`src/rtl/tdm_demux_1x8_pkg.sv`:
```
// Shared types and constants for the 1x8 TDM demultiplexer.
// FSM state encoding plus slot geometry.
package tdm_demux_1x8_pkg;

  typedef enum logic {
    HUNT   = 1'b0,
    LOCKED = 1'b1
  } state_e;

  localparam int NSLOT  = 8;
  localparam int SLOT_W = 3;

endpackage

```
`src/rtl/tdm_slot_cnt.sv`:
```
// Slot index counter: clear to 0, load to 1 on (re)sync,
// or advance by one with wrap at the last slot.
module tdm_slot_cnt
  import tdm_demux_1x8_pkg::*;
(
  input  logic              clk,
  input  logic              rst_n,
  input  logic              i_clr,
  input  logic              i_load1,
  input  logic              i_inc,
  output logic [SLOT_W-1:0] o_slot
);

  logic [SLOT_W-1:0] r_slot;

  always_ff @(posedge clk or negedge rst_n) begin
    if (!rst_n) begin
      r_slot <= '0;
    end else if (i_clr) begin
      r_slot <= '0;
    end else if (i_load1) begin
      r_slot <= SLOT_W'(1);
    end else if (i_inc) begin
      if (r_slot == SLOT_W'(NSLOT - 1))
        r_slot <= '0;
      else
        r_slot <= r_slot + SLOT_W'(1);
    end
  end

  assign o_slot = r_slot;

endmodule

```
`src/rtl/tdm_demux_1x8.sv`:
```
// 1-to-8 TDM demultiplexer with frame-sync lock tracking.
// Shadow collects slots 0..6; slot 7 is merged straight into Y.
module tdm_demux_1x8
  import tdm_demux_1x8_pkg::*;
#(
  parameter int MISS_LIMIT = 2
) (
  input  logic              clk,
  input  logic              rst_n,
  input  logic              din,
  input  logic              din_valid,
  input  logic              frame_sync,
  output logic [NSLOT-1:0]  Y,
  output logic [SLOT_W-1:0] S,
  output logic              locked,
  output logic              frame_done,
  output logic              sync_err
);

  localparam int MW = $clog2(MISS_LIMIT + 1);

  state_e           r_state;
  state_e           w_state_nxt;
  logic [MW-1:0]    r_miss;
  logic [MW-1:0]    w_miss_nxt;
  logic [MW-1:0]    w_miss_inc;
  logic [NSLOT-2:0] r_shadow;
  logic [NSLOT-2:0] w_shadow_nxt;
  logic [NSLOT-1:0] r_y;
  logic [NSLOT-1:0] w_y_nxt;
  logic             r_fd;
  logic             w_fd_nxt;
  logic             r_err;
  logic             w_err_nxt;
  logic             w_clr;
  logic             w_load1;
  logic             w_inc;
  logic [SLOT_W-1:0] w_slot;
  logic             w_resync;
  logic             w_first;
  logic             w_last;
  logic             w_mid;

  tdm_slot_cnt u_cnt (
    .clk     (clk),
    .rst_n   (rst_n),
    .i_clr   (w_clr),
    .i_load1 (w_load1),
    .i_inc   (w_inc),
    .o_slot  (w_slot)
  );

  assign w_miss_inc = r_miss + MW'(1);
  assign w_resync   = frame_sync && (w_slot != '0);
  assign w_first    = (w_slot == '0);
  assign w_last     = !frame_sync && (w_slot == SLOT_W'(NSLOT - 1));
  assign w_mid      = !w_resync && !w_first && !w_last;

  always_comb begin
    w_state_nxt  = r_state;
    w_miss_nxt   = r_miss;
    w_shadow_nxt = r_shadow;
    w_y_nxt      = r_y;
    w_fd_nxt     = 1'b0;
    w_err_nxt    = 1'b0;
    w_clr        = 1'b0;
    w_load1      = 1'b0;
    w_inc        = 1'b0;
    if (din_valid) begin
      unique case (r_state)
        HUNT: begin
          if (frame_sync) begin
            w_shadow_nxt = {{(NSLOT-2){1'b0}}, din};
            w_load1      = 1'b1;
            w_state_nxt  = LOCKED;
            w_miss_nxt   = '0;
          end
        end
        LOCKED: begin
          unique case (1'b1)
            w_resync: begin
              w_err_nxt    = 1'b1;
              w_shadow_nxt = {{(NSLOT-2){1'b0}}, din};
              w_load1      = 1'b1;
              w_miss_nxt   = '0;
            end
            w_first: begin
              if (frame_sync) begin
                w_miss_nxt   = '0;
                w_shadow_nxt = {{(NSLOT-2){1'b0}}, din};
                w_inc        = 1'b1;
              end else begin
                w_err_nxt = 1'b1;
                // Miss limit reached: drop lock and this beat's bit
                if (w_miss_inc >= MW'(MISS_LIMIT)) begin
                  w_state_nxt = HUNT;
                  w_clr       = 1'b1;
                  w_miss_nxt  = '0;
                end else begin
                  w_miss_nxt   = w_miss_inc;
                  w_shadow_nxt = {{(NSLOT-2){1'b0}}, din};
                  w_inc        = 1'b1;
                end
              end
            end
            w_last: begin
              w_y_nxt  = {din, r_shadow};
              w_fd_nxt = 1'b1;
              w_inc    = 1'b1;
            end
            w_mid: begin
              for (int k = 1; k < NSLOT - 1; k++)
                if (w_slot == SLOT_W'(k)) w_shadow_nxt[k] = din;
              w_inc = 1'b1;
            end
            default: ;
          endcase
        end
        default: ;
      endcase
    end
  end

  always_ff @(posedge clk or negedge rst_n) begin
    if (!rst_n) begin
      r_state  <= HUNT;
      r_miss   <= '0;
      r_shadow <= '0;
      r_y      <= '0;
      r_fd     <= 1'b0;
      r_err    <= 1'b0;
    end else begin
      r_state  <= w_state_nxt;
      r_miss   <= w_miss_nxt;
      r_shadow <= w_shadow_nxt;
      r_y      <= w_y_nxt;
      r_fd     <= w_fd_nxt;
      r_err    <= w_err_nxt;
    end
  end

  assign Y          = r_y;
  assign S          = w_slot;
  assign locked     = (r_state == LOCKED);
  assign frame_done = r_fd;
  assign sync_err   = r_err;

endmodule

```
`config.mk`:
```
export PLATFORM = sky130hd
export DESIGN_NAME = tdm_demux_1x8
export DESIGN_NICKNAME = d
export VERILOG_FILES = /design/src/rtl/tdm_demux_1x8_pkg.sv /design/src/rtl/tdm_slot_cnt.sv /design/src/rtl/tdm_demux_1x8.sv
export SDC_FILE = /design/constraint.sdc
export NUM_CORES = 1
export LEC_CHECK = 0
export BUFFER_PORTS_ARGS = -buffer_cell sky130_fd_sc_hd__buf_2
export CORE_MARGIN = 5
export CORE_UTILIZATION = 58
export CTS_BUF_LIST = sky130_fd_sc_hd__clkbuf_8
export DETAILED_ROUTE_END_ITERATION = 6
export PLACE_DENSITY = 0.82
export REMOVE_ABC_BUFFERS = 1
export SLEW_MARGIN = 5
export SYNTH_ARGS = -nofsm -noshare
export SYNTH_HDL_FRONTEND = slang
export SYNTH_SLANG_ARGS = --single-unit
```
`constraint.sdc`:
```
create_clock -name clk -period 2.63 [get_ports clk]
set_clock_uncertainty 0.05 [all_clocks]
set_input_delay 0.3945 -clock clk [delete_from_list [all_inputs] [get_ports clk]]
set_output_delay 0.3945 -clock clk [all_outputs]
set_load 0.02 [all_outputs]
```
# After elaboration in Yosys (flattened, before gate mapping)
# Cells that the tools add are included.
# classes
n_addsub,2
n_mul,0
div_mod_pow,0
magnitude_cmp,1
eq_ne,17
shift,0
n_mux,44
bitwise,1
n_reduce_logical,21
# ops
cell,n
5-bit AND reduction,6
1-bit two-way mux,25
7-bit two-way mux,3
"3-bit by 2-bit inequality test with 1-bit output, second input constant",6
6-bit one-hot mux with 3 select lines,1
7-bit one-hot mux with 2 select lines,1
"3-bit == test, second input constant",4
3-bit two-way mux,4
1-bit one-hot mux with 2 select lines,5
2-bit one-hot mux with 2 select lines,2
"3-bit by 2-bit == test with 1-bit output, second input constant",2
2-bit two-way mux,3
3-bit AND reduction,2
3-bit nonzero test,2
1-bit logical AND,4
1-bit zero test,4
"4-bit by 1-bit inequality test with 1-bit output, second input constant",1
"4-bit inequality test, second input constant",1
4-bit AND reduction,1
"3-bit by 1-bit adder with 3-bit output, second input constant",1
"3-bit by 1-bit == test with 1-bit output, second input constant",1
3-bit zero test,1
"3-bit by 1-bit inequality test with 1-bit output, second input constant",1
"2-bit by 1-bit adder with 2-bit output, second input constant",1
4 further kinds,4
# word_totals
register_bits,23
latch_bits,0
ramBits,0
mem_bits_ro,0
in_bits,5
out_inout_bits,14
elab_cells,99
memories,0

# Depth between registers and ports, before layout
# depth
word_depth,12
depth_mapped,9
depth_no_buf,9

# By module
# Synthesis repeated with hierarchy kept, for this count alone.
# hier_totals
hier_cells,111
hier_area_um2,1211.2
# by_module_without_submodules
module,instances,cells_per_inst,area_each_um2,seq_area_each_um2
tdm_demux_1x8,1,98,1056.0,500.5
tdm_slot_cnt,1,13,155.1,75.1

# Least setup slack after synthesis
# OpenSTA, ideal clock, no wires.
# synth_timing
kind,register -> register
start,register u_cnt.r_slot[0] (netlist: u_cnt.o_slot[0])
end,register r_shadow[5]
setup_ns,0.124
arrival_ns,2.093
required_time_ns,2.456
path_slack_ns,0.363
path_stages_with_launch,10
n_path_buf,0
period_less_slack_ns,2.267
cell_sequence,dfrtp_1 -> inv_1 -> ha_1 -> nor2b_2 -> inv_1 -> ha_1 -> nand2b_1 -> a211oi_1 -> or3_4 -> a211o_1
# synth_between
elab_chain_len,7
elab_cells_between_ends,17
cone_classes,eq/ne: 5; mux: 2; reduce/logical: 10
# synth_lines
item,line_no,source
"start, declared",tdm_slot_cnt.sv:14,logic [SLOT_W-1:0] r_slot;
"start signal, assigned",tdm_slot_cnt.sv:27,r_slot <= r_slot + SLOT_W'(1);
3-bit nonzero test,tdm_demux_1x8.sv:54,assign w_resync = frame_sync && (w_slot != '0);
1-bit logical AND,tdm_demux_1x8.sv:54,
1-bit zero test,tdm_demux_1x8.sv:57,assign w_mid = !w_resync && !w_first && !w_last;
1-bit logical AND (2 in series),tdm_demux_1x8.sv:57,
6-bit one-hot mux with 3 select lines (tied with other cells),tdm_demux_1x8.sv:80,unique case (1'b1)
7-bit one-hot mux with 2 select lines or 5-bit AND reduction (tied branches),--,
"end signal, assigned",tdm_demux_1x8.sv:135,r_shadow <= w_shadow_nxt;
"end, declared",tdm_demux_1x8.sv:27,logic [NSLOT-2:0] r_shadow;
# Several ways; a longest one is shown, not always the timed one.
# A chain may end at the register's enable or synchronous reset.

# Worst setup path in the final report
# layout_timing
start,register u_cnt.r_slot[0] (netlist: u_cnt.o_slot[0])
end,register r_shadow[6]
# Same word-level chain as after synthesis.

==> results.txt <==
Reg-to-reg setup timing slack -> 280 ps
Flops & latches, synth -> 23
Internal -> 0.771 mW
Initial antenna violation count -> 0
N_diodes -> 0
Sw frac -> 37.8%
RSZ-0062 raised after global routing -> false
Post-synth EDFFs -> 0
Seq/Total Area, Yosys -> 47.1%
Clock root buffer -> clkbuf_8
Clk Latency, worst-skew pair -> 260 ps
Clock power frac -> 16.7%
Final slew viol count -> 0
Fillers -> 154
Nets -> 146
Die ar. -> 3120 sq um
Lkg Pwr -> 0.761 nW
Mapped Area -> 1220 sq um
CTS resizes -> 0
Fmax achieved -> 0.425 GHz
CTS tree -> done
Die height -> 55.9 um
Min Tclk post-route -> 2350 ps
Final wirelength -> 2180 um
Max-slew headroom -> 66.3%
# setup viols final -> 0
MaxCap Viol Count -> 0
Post-Synthesis Cells -> 112
Vias in the first global route -> 872
FF-to-FF Start -> u_cnt.o_slot[0]
Status -> finished, final reports clean
WL/cell -> 13.8 um
Critical Path AT -> 2430 ps
Row cnt -> 16
DIE WIDTH -> 55.9 um
Fin worst setup slack -> 276 ps
Crit-path max FO -> 7
Setup crit start -> u_cnt.o_slot[0]
Post-synth ARST share -> 100%
Detail Placement HPWL -> 1640 um
Hold_buf cts -> 0
Final worst-path cycle share -> 89.5%
Num CTS Buffers -> 3
GRT Util Overall -> 15.3%
Worst Path Required -> 2710 ps
Most used DFF post-synth -> dfrtp_1
Combinational share of power -> 40.8%
Final setup TNS -> 0 ps
Clk slew on worst S/H paths -> 80 ps
Cell Pwr Density -> 905 nW/um^2
Worst Reg2Reg Path Length in Cells -> 8
Area of the core -> 1980 sq um
Slew at the pin with the worst max-slew slack -> 505 ps
Critical path class -> register to register
Global route total overflow -> 0
First-pass GRT wire length -> 3860 um
DR iter-0 viols -> 16
P_sw -> 0.469 mW
Drc violations -> 0
CTS H-tree depth -> 1
Maximum VDD drop -> 473 uV
Crit start category -> register
Via count -> 896
Largest net degree at the start of global routing -> 24
Top Ports -> 19
Starting Density -> 61.6%
Vias per std cell -> 5.67
Worst hold path class -> input port to asynchronous set/reset pin
Pre-CTS WS -> 337 ps
Critical path endpoint category -> register
Critical path endpoint -> r_shadow[6]
Sequential Power Share -> 42.5%
Synth unique cells -> 35
Share of layout cells above drive strength 1 -> 27.5%
Clock buffer depth -> 2
Syn Area/Cell -> 10.9 sq um
Antenna viol nets, final -> 0
Setup bufs post-CTS -> 0
Warnings, synthesis -> 0
Final hold vios -> 0
GPL Wtd Cong -> 0.794
RR Endpoint -> r_shadow[6]
TritonRoute pass-1 iters -> 4
Area grow syn2layout -> 12.2%
Port Buffers -> 18
Clk sinks -> 23
through the flow:
stage | hold slack (ps) | instances | power (mW) | instance area, sq um | util (%)
2_1_floorplan | 48.9 | 109 | 0.890 | 1200 | -
3_3_place_gp | 333 | 154 | 1.02 | 1330 | 66.9
3_5_place_dp | 340 | 154 | 1.04 | 1330 | 66.9
4_1_cts | 61.2 | 158 | 1.25 | 1370 | 69.1
5_1_grt | 82.4 | 158 | 1.33 | 1370 | 69.1
6_report | 46.3 | 158 | 1.24 | 1370 | 69.1
cell families after synthesis:
kind of cell	after synthesis	synth area share, %
adder cells (fa/ha/maj)	9	9.22
buffers and inverters	13	4.71
multiplexers	9	8.30
AND/OR/NAND/NOR	39	18.6
AO/OA/AOI/OAI	19	12.0
flip-flops	23	47.1
cell type report:
| class | count | area [sq um] | share of cell area [%] |
|---|---|---|---|
| Clock buffer | 3 | 41.3 | 3.01 |
| Clock inverter | 1 | 3.75 | 0.274 |
| Inverter | 10 | 37.5 | 2.74 |
| Multi-Input combinational cell | 76 | 588 | 42.9 |
| Sequential cell | 23 | 576 | 42.0 |
| Tap cell | 27 | 33.8 | 2.47 |
| Timing Repair Buffer | 18 | 90.1 | 6.58 |
routing by layer:
metal	wire length [um]	GRT usage (%)	vias to the layer above
li1	-	-	437
met1	1020	19.6	433
met2	1030	25.3	21
met3	97	3.48	5
met4	34	5.42	0
met5	0	0	-
state kept, by name (all words and copies together), names as in the netlist:
| name | flops |
|---|---|
| r_shadow | 7 |
| sync_err | 1 |
| frame_done | 1 |
| r_miss | 2 |
| Y | 8 |
| u_cnt.o_slot | 3 |
| locked | 1 |
worst max-delay path, cell delays in order, from the launching register on:
cell	delay, ps
dfrtp_1	440
inv_1	100
ha_1	160
nor2b_2	270
inv_1	120
ha_1	240
and3_1	230
a2111oi_0	460
o22ai_1	150
placed cells by master (no fill, tap or decap), drive strengths merged, types with 3 or more instances in the layout:
master,n
a211o,5
and3,8
buf,18
clkbuf,3
dfrtp,23
ha,9
inv,11
mux2,9
nand2,9
nand3,4
nor2,3
Yosys cell counts, types with 2 or more instances:
| cell | n | share of area (%) |
|---|---|---|
| a2111oi_0 | 2 | 1.4 |
| a211o_1 | 5 | 3.6 |
| a31o_2 | 2 | 1.4 |
| and2_1 | 2 | 1.0 |
| and3_1 | 7 | 3.6 |
| dfrtp_1 | 23 | 47 |
| ha_1 | 9 | 9.2 |
| inv_1 | 10 | 3.1 |
| mux2_2 | 9 | 8.3 |
| nand2_1 | 9 | 2.8 |
| nand2b_1 | 2 | 1.0 |
| nand3_1 | 4 | 1.6 |
| nand4_1 | 2 | 1.0 |
| nor2_1 | 3 | 0.92 |
| nor3_1 | 2 | 0.82 |
| o21ai_0 | 2 | 0.82 |
power by group through the flow:
stage	Clock, mW	Combinational [mW]	Sequential [mW]
floorplan	0	0.320	0.571
global placement	0	0.495	0.525
detailed placement	0	0.502	0.533
CTS	0.212	0.509	0.526
global route	0.229	0.562	0.543
finish	0.207	0.506	0.527
how the worst min path moves through the flow:
stage / endpoint / start
floorplan: Y[0] / rst_n
global placement: Y[1] / rst_n
detailed placement: Y[3] / rst_n
CTS: r_shadow[2] / rst_n
global route: Y[6] / rst_n
finish: u_cnt.o_slot[0] / rst_n
Note: power is estimated with default switching activity, not from simulation.
